[src/rtl/vu_pkg.sv]
// Shared constants, FSM encoding and sample-magnitude helper for the VU level processor.
package vu_pkg;

    localparam logic [7:0] ZERO_CODE   = 8'd128;
    localparam logic [7:0] MAG_FULL    = 8'd128;
    localparam logic [7:0] CLIP_THRESH = 8'd127;

    localparam logic [1:0] ACCUM = 2'd0;
    localparam logic [1:0] SCALE = 2'd1;
    localparam logic [1:0] APPLY = 2'd2;

    function automatic logic [7:0] sample_mag(input logic [7:0] s);
        return (s >= ZERO_CODE) ? (s - ZERO_CODE) : (ZERO_CODE - s);
    endfunction

endpackage

[src/rtl/vu_scaler.sv]
// Registered magnitude-to-rows scaler: target = (win * BAR_MAX) / MAG_FULL.
module vu_scaler
    import vu_pkg::*;
#(
    parameter int C_SIZE  = 9,
    parameter int BAR_MAX = 480
) (
    input  logic            clock,
    input  logic            reset,
    input  logic            load,
    input  logic [7:0]      win,
    output logic [C_SIZE:0] target
);

    localparam int SHIFT = $clog2(MAG_FULL);

    logic [17:0] product;

    assign product = 18'(win) * 18'(BAR_MAX);

    always_ff @(posedge clock or posedge reset) begin
        if (reset)
            target <= '0;
        else if (load)
            target <= (C_SIZE+1)'(product >> SHIFT);
    end

endmodule

[src/rtl/vu_level_proc.sv]
// Per-frame VU level processor: window max, scale, attack/release, peak hold, clip.
// Define VU_PEAK_HOLD_EN to enable the held peak marker; otherwise peak follows level.
module vu_level_proc
    import vu_pkg::*;
#(
    parameter int C_SIZE      = 9,
    parameter int BAR_MAX     = 480,
    parameter int DECAY_STEP  = 4,
    parameter int HOLD_FRAMES = 30
) (
    input  logic            clock,
    input  logic            reset,
    input  logic            enable,
    input  logic            sample_valid,
    input  logic [7:0]      sample,
    input  logic            error,
    input  logic            frame_tick,
    output logic [C_SIZE:0] level,
    output logic [C_SIZE:0] peak,
    output logic            clip,
    output logic            upd
);

    localparam int HW = $clog2(HOLD_FRAMES + 1);
    localparam logic [C_SIZE:0] DECAY     = (C_SIZE+1)'(DECAY_STEP);
    localparam logic [HW-1:0]   HOLD_INIT = HW'(HOLD_FRAMES);

    logic [1:0]      state;
    logic [7:0]      mag, mag_max, win;
    logic            accept, tick_go, apply_en;
    logic [C_SIZE:0] target, level_dec, level_nxt;
    logic [HW-1:0]   clip_cnt;

    assign mag      = sample_mag(sample);
    assign accept   = sample_valid & ~error & enable;
    assign tick_go  = frame_tick & enable & (state == ACCUM);
    assign apply_en = enable & (state == APPLY);

    always_ff @(posedge clock or posedge reset) begin
        if (reset) begin
            state   <= ACCUM;
            mag_max <= '0;
            win     <= '0;
        end else if (enable) begin
            case (state)
                ACCUM:   if (frame_tick) state <= SCALE;
                SCALE:   state <= APPLY;
                default: state <= ACCUM;
            endcase
            // A sample arriving with the tick opens the new window.
            if (tick_go) begin
                win     <= mag_max;
                mag_max <= accept ? mag : '0;
            end else if (accept && (mag > mag_max)) begin
                mag_max <= mag;
            end
        end
    end

    vu_scaler #(
        .C_SIZE  (C_SIZE),
        .BAR_MAX (BAR_MAX)
    ) u_scaler (
        .clock  (clock),
        .reset  (reset),
        .load   (enable & (state == SCALE)),
        .win    (win),
        .target (target)
    );

    always_comb begin
        level_dec = (level >= DECAY) ? (level - DECAY) : '0;
        level_nxt = (target >= level) ? target :
                    ((target > level_dec) ? target : level_dec);
    end

    always_ff @(posedge clock or posedge reset) begin
        if (reset) begin
            level    <= '0;
            clip     <= 1'b0;
            clip_cnt <= '0;
            upd      <= 1'b0;
        end else begin
            upd <= apply_en;
            if (apply_en) begin
                level <= level_nxt;
                if (win >= CLIP_THRESH) begin
                    clip     <= 1'b1;
                    clip_cnt <= HOLD_INIT;
                end else if (clip_cnt != '0) begin
                    clip_cnt <= clip_cnt - 1'b1;
                    if (clip_cnt == HW'(1))
                        clip <= 1'b0;
                end
            end
        end
    end

`ifdef VU_PEAK_HOLD_EN
    logic [HW-1:0]   hold;
    logic [C_SIZE:0] peak_dec;

    assign peak_dec = (peak >= DECAY) ? (peak - DECAY) : '0;

    // Peak tracks the freshly computed level, not the registered one.
    always_ff @(posedge clock or posedge reset) begin
        if (reset) begin
            peak <= '0;
            hold <= '0;
        end else if (apply_en) begin
            if (level_nxt >= peak) begin
                peak <= level_nxt;
                hold <= HOLD_INIT;
            end else if (hold != '0) begin
                hold <= hold - 1'b1;
            end else begin
                peak <= (level_nxt > peak_dec) ? level_nxt : peak_dec;
            end
        end
    end
`else
    assign peak = level;
`endif

endmodule
[config.mk]
export PLATFORM = sky130hd
export DESIGN_NAME = vu_level_proc
export DESIGN_NICKNAME = d
export VERILOG_FILES = /design/src/rtl/vu_pkg.sv /design/src/rtl/vu_scaler.sv /design/src/rtl/vu_level_proc.sv
export SDC_FILE = /design/constraint.sdc
export NUM_CORES = 1
export LEC_CHECK = 0
export BUFFER_PORTS_ARGS = -buffer_cell sky130_fd_sc_hd__buf_2
export CAP_MARGIN = 10
export CORE_MARGIN = 1
export CORE_UTILIZATION = 30
export DETAILED_ROUTE_END_ITERATION = 8
export MAX_ROUTING_LAYER = met4
export PLACE_DENSITY = 0.51
export SLEW_MARGIN = 15
export SYNTH_ARGS = -nofsm -noshare
export SYNTH_HDL_FRONTEND = slang
export SYNTH_HIERARCHICAL = 1
export SYNTH_SLANG_ARGS = --single-unit
[constraint.sdc]
create_clock -name clock -period 3.1 [get_ports clock]
set_input_delay 0.465 -clock clock [delete_from_list [all_inputs] [get_ports clock]]
set_output_delay 0.465 -clock clock [all_outputs]
set_load 0.02 [all_outputs]
==> results list <==
- The flow ran to the end, but the final reports show violations.
* Failing checks: setup timing
* Antenna diodes: 0
- After technology mapping, the gate count stands at 433.
- For this run, design rule violations remaining after detail routing come to 0.
- Layout net count: 610
- Arrival time of the worst setup path: 3.40 ns
* Maximum number of pins on one net before global-route repair: 22
- In this run the core area contains 41 standard-cell rows.
- Y dimension of the die: 116 um
* Worst skew pair latency: 0.29 ns
- Port Buffer Count: 35
* Sw frac: 43.9%
- TritonCTS built the clock tree.
- Global routing usage summed across all routing layers: 16.1%
* Fmax achieved: 310 MHz
- RSZ-0062 raised after global routing: yes
- The number of antenna violations at the first check in global routing came to 0.
- Count of maximum capacitance violations: 0
- Relative to the synthesized area, the layout overhead comes to 31.1%.
- The die is 116 um wide.
- In this run the critical register-to-register path is launched from level[3]$_DFFE_PP0P_.
* Area of the core: 12,700 um^2
- Total number of vias: 3,474
- Count of different cell masters after synthesis: 59
- Fill cell count: 1,263
- The die covers 13,500 um^2.
- A synthesized cell averages 9.06 um^2.
- When the netlist entered floorplanning its net count stood at 509.
- For this design the static power due to leakage is 2.52 nW.
- IR analysis of the VDD net gives a maximum drop of 0.449 mV.
- Clk_skew: 0.00897 ns
* Number of hold violations in the final report: 0
* Number of sinks on the clock net: 45
- Io pins: 36
- The analysis attributes to net switching a power of 0.00212 W.
* Critical path start-end classification: flop to flop
- Period utilisation layout: 104%
- Number of detailed-route iterations in the first pass: 4
- Combinational logic burns 66.9% of the power.
- The internal power of the cells totals 0.00271 W.
* Per-cell via count in the routed design: 4.92
- First-pass GRT wire length: 16,500 um
- The clock network burns 12.6% of the power.
* Dpl hpwl: 7740 um
- After layout, the minimum clock period comes to 3.23 ns.
- Starting density of the core: 31.0%
- The Yosys step of the flow raised 6 warnings.
- CTS placed an instance of sky130_fd_sc_hd__clkbuf_16 at the clock tree root.
- The via count of the first global-routing pass is 3,395.
- Of all nets on the critical path, the largest fanout is 7.
- Counting flops and latches in the post-synthesis netlist gives 45.
- Across all setup checks in the final design, the least slack found is -0.129 ns.
- Measured in cells, the most critical reg-to-reg path has a length of 14.
* Final Wtd Congestion: 0.862
* Number of hold buffers added after cts: 0
- Overall power consumption after layout is estimated at 0.00483 W.
- For this run the aggregate overflow at the end of global routing stands at 0.
- Primary FF master, synth: sky130_fd_sc_hd__dfrtp_1
- Worst-case setup slack after placement: -0.137 ns
- Of the synthesized area, sequential elements account for 28.7%.
- STA classifies the critical path endpoint as a flop.
- In the final layout, the share of cells above drive strength 1 is 30.0%.
* Number of flops mapped to enable cells by yosys: 0
* Routed wire length: 10000 um
- Crit path launch type: flop
- ANT nets after route: 0
* H-tree lvl count: 2
- The max-slew violation total from the final report is 0.
- Power Density: 939 nW/um^2
* First element of the critical path: level[3]$_DFFE_PP0P_
- The clock passes through at most 2 buffers.
- Post-Syn Area: 3920 um^2
- Clock slew seen by the registers of the worst setup and hold paths: 0.07 ns
- Slew @ Worst Pin: 0.677 ns
- STA puts the critical path data required time at 3.28 ns.
- Max-slew headroom at the worst pin: 54.8%
- Setup violations remaining at the end of the flow were counted as 10.
- Fraction of registers with async set/reset: 100%
- Detail-routed net length per standard cell: 14.2 um
- Registers are responsible for 20.4% of the overall power.
- In this run, the number of DRC markers left after iteration 0 of detailed routing was 163.
- Path category of the worst min-delay check: input pin to async pin
- Number of buffers created by CTS: 5
[cell type report]
class | instances | area, um^2 | area share (%)
clock buffers | 5 | 125 | 2.43
inverters | 49 | 184 | 3.58
multi-input cells | 323 | 2700 | 52.4
well taps | 172 | 215 | 4.18
repair buffers | 110 | 754 | 14.7
flip-flops and latches | 45 | 1130 | 22.0
clock inverters | 2 | 35.0 | 0.681
[cell families (layout without fill, tap and decap cells)]
kind of cell	Yosys count	after routing	synth area share [%]
and+or+nand+nor	136	136	18.2
DFF	45	45	28.7
xor gates and xnor gates	12	12	2.68
buffers and inverters	65	166	7.21
adders and majority gates	62	62	22.1
AOI/OAI and AO/OA	102	102	18.2
muxes	11	11	2.97
[timing repair]
| action | in CTS | in global routing |
|---|---|---|
| endpoints found under the setup margin | 11 | 14 |
| pin swaps | 6 | 7 |
| buffers inserted | 19 | 1 |
| gates resized for setup | 11 | 11 |
[synth_stat cells (4+ instances only)]
cell type / number / area share (%)
sky130_fd_sc_hd__clkbuf_1: 4 / 0.38
sky130_fd_sc_hd__dfrtp_1: 45 / 29
sky130_fd_sc_hd__o21ai_0: 21 / 2.7
sky130_fd_sc_hd__nand2_1: 39 / 3.7
sky130_fd_sc_hd__nand3_1: 9 / 1.1
sky130_fd_sc_hd__mux2i_1: 6 / 1.5
sky130_fd_sc_hd__nor3_1: 11 / 1.4
sky130_fd_sc_hd__and4_1: 5 / 1.1
sky130_fd_sc_hd__o21a_1: 6 / 1.1
sky130_fd_sc_hd__nand2b_1: 12 / 1.9
sky130_fd_sc_hd__a21oi_1: 22 / 2.8
sky130_fd_sc_hd__nor4_1: 5 / 0.80
sky130_fd_sc_hd__nand4_1: 9 / 1.4
sky130_fd_sc_hd__xnor2_1: 4 / 0.89
sky130_fd_sc_hd__xor2_1: 8 / 1.8
sky130_fd_sc_hd__a21o_1: 11 / 2.1
sky130_fd_sc_hd__fa_1: 12 / 6.1
sky130_fd_sc_hd__buf_4: 10 / 1.9
sky130_fd_sc_hd__inv_1: 47 / 4.5
sky130_fd_sc_hd__o211ai_1: 6 / 1.1
sky130_fd_sc_hd__nor2_1: 23 / 2.2
sky130_fd_sc_hd__mux2_2: 5 / 1.4
sky130_fd_sc_hd__ha_1: 50 / 16
sky130_fd_sc_hd__a31oi_1: 4 / 0.64
[cells in the final DEF, fill, tap and decap left out, types with 6 or more instances in the layout]
| cell type | instances |
|---|---|
| sky130_fd_sc_hd__a21oi_1 | 18 |
| sky130_fd_sc_hd__a21o_1 | 11 |
| sky130_fd_sc_hd__nand2_1 | 39 |
| sky130_fd_sc_hd__inv_1 | 43 |
| sky130_fd_sc_hd__buf_4 | 73 |
| sky130_fd_sc_hd__nor2_1 | 23 |
| sky130_fd_sc_hd__nand3_1 | 8 |
| sky130_fd_sc_hd__xor2_1 | 7 |
| sky130_fd_sc_hd__nor3_1 | 10 |
| sky130_fd_sc_hd__dfrtp_1 | 40 |
| sky130_fd_sc_hd__o21ai_0 | 21 |
| sky130_fd_sc_hd__fa_1 | 12 |
| sky130_fd_sc_hd__mux2i_1 | 6 |
| sky130_fd_sc_hd__buf_2 | 35 |
| sky130_fd_sc_hd__nand4_1 | 9 |
| sky130_fd_sc_hd__o21a_1 | 6 |
| sky130_fd_sc_hd__ha_1 | 45 |
| sky130_fd_sc_hd__o211ai_1 | 6 |
| sky130_fd_sc_hd__nand2b_1 | 12 |
[metal layers]
layer	share of wire, %	track usage (%)	vias to the layer above
met3	2.4	2.49	21
met1	46	19.2	1661
met2	49	26.9	57
met4	3.1	6.75	0
met5	0	-	-
li1	-	-	1735
[sequential cells by signal (all words and copies together), names as in the netlist]
| signal | count |
|---|---|
| level | 10 |
| u_scaler/target | 10 |
| mag_max | 8 |
| win | 8 |
| clip_cnt | 5 |
| state | 2 |
| clip | 1 |
| upd | 1 |
[path summary, 6_finish.rpt]
kind,slack (ns),end
worst max register to register,-0.13,level[1]$_DFFE_PP0P_
worst min-delay path,0.16,u_scaler/target[7]$_DFFE_PP0P_
min in group clock,0.40,state[1]$_DFFE_PP0P_
worst min register to register,0.48,clip$_DFFE_PP0P_
max in group asynchronous,2.07,level[4]$_DFFE_PP0P_
worst max-delay path,-0.13,level[1]$_DFFE_PP0P_
[metrics by stage]
| step | utilization [%] | hold slack, ns | instance area [um^2] | std cells | TNS (ns) |
|---|---|---|---|---|---|
| floorplan | - | 0.305 | 3990 | 433 | -0.114 |
| global placement | 37.2 | 0.455 | 4710 | 679 | -0.265 |
| detailed placement | 37.2 | 0.467 | 4710 | 679 | -0.849 |
| CTS | 40.1 | 0.179 | 5080 | 705 | -0.356 |
| global route | 40.6 | 0.199 | 5140 | 706 | -2.55 |
| finish | 40.6 | 0.159 | 5140 | 706 | -0.915 |
[worst max-delay path: stages, from the launching register on]
cell	delay, ns
sky130_fd_sc_hd__dfrtp_2	0.43
sky130_fd_sc_hd__inv_2	0.08
sky130_fd_sc_hd__ha_4	0.13
sky130_fd_sc_hd__nor4b_4	0.21
sky130_fd_sc_hd__nand4_1	0.17
sky130_fd_sc_hd__a21o_1	0.26
sky130_fd_sc_hd__nand2b_1	0.15
sky130_fd_sc_hd__ha_4	0.22
sky130_fd_sc_hd__a21o_1	0.16
sky130_fd_sc_hd__a21o_1	0.19
sky130_fd_sc_hd__a2111oi_4	0.37
sky130_fd_sc_hd__buf_4	0.18
sky130_fd_sc_hd__a2bb2oi_4	0.18
sky130_fd_sc_hd__a21oi_2	0.08
sky130_fd_sc_hd__a221o_1	0.30
[power groups by stage]
stage	logic, W	registers (W)	clock network [W]
after global routing	0.00369	0.00102	0.000653
after global placement	0.00297	0.000990	0
final	0.00323	0.000987	0.000611
after CTS	0.00311	0.000983	0.000627
after floorplan	0.00216	0.000993	0
after detailed placement	0.00303	0.000996	0
(Power assumes the default switching activity.)
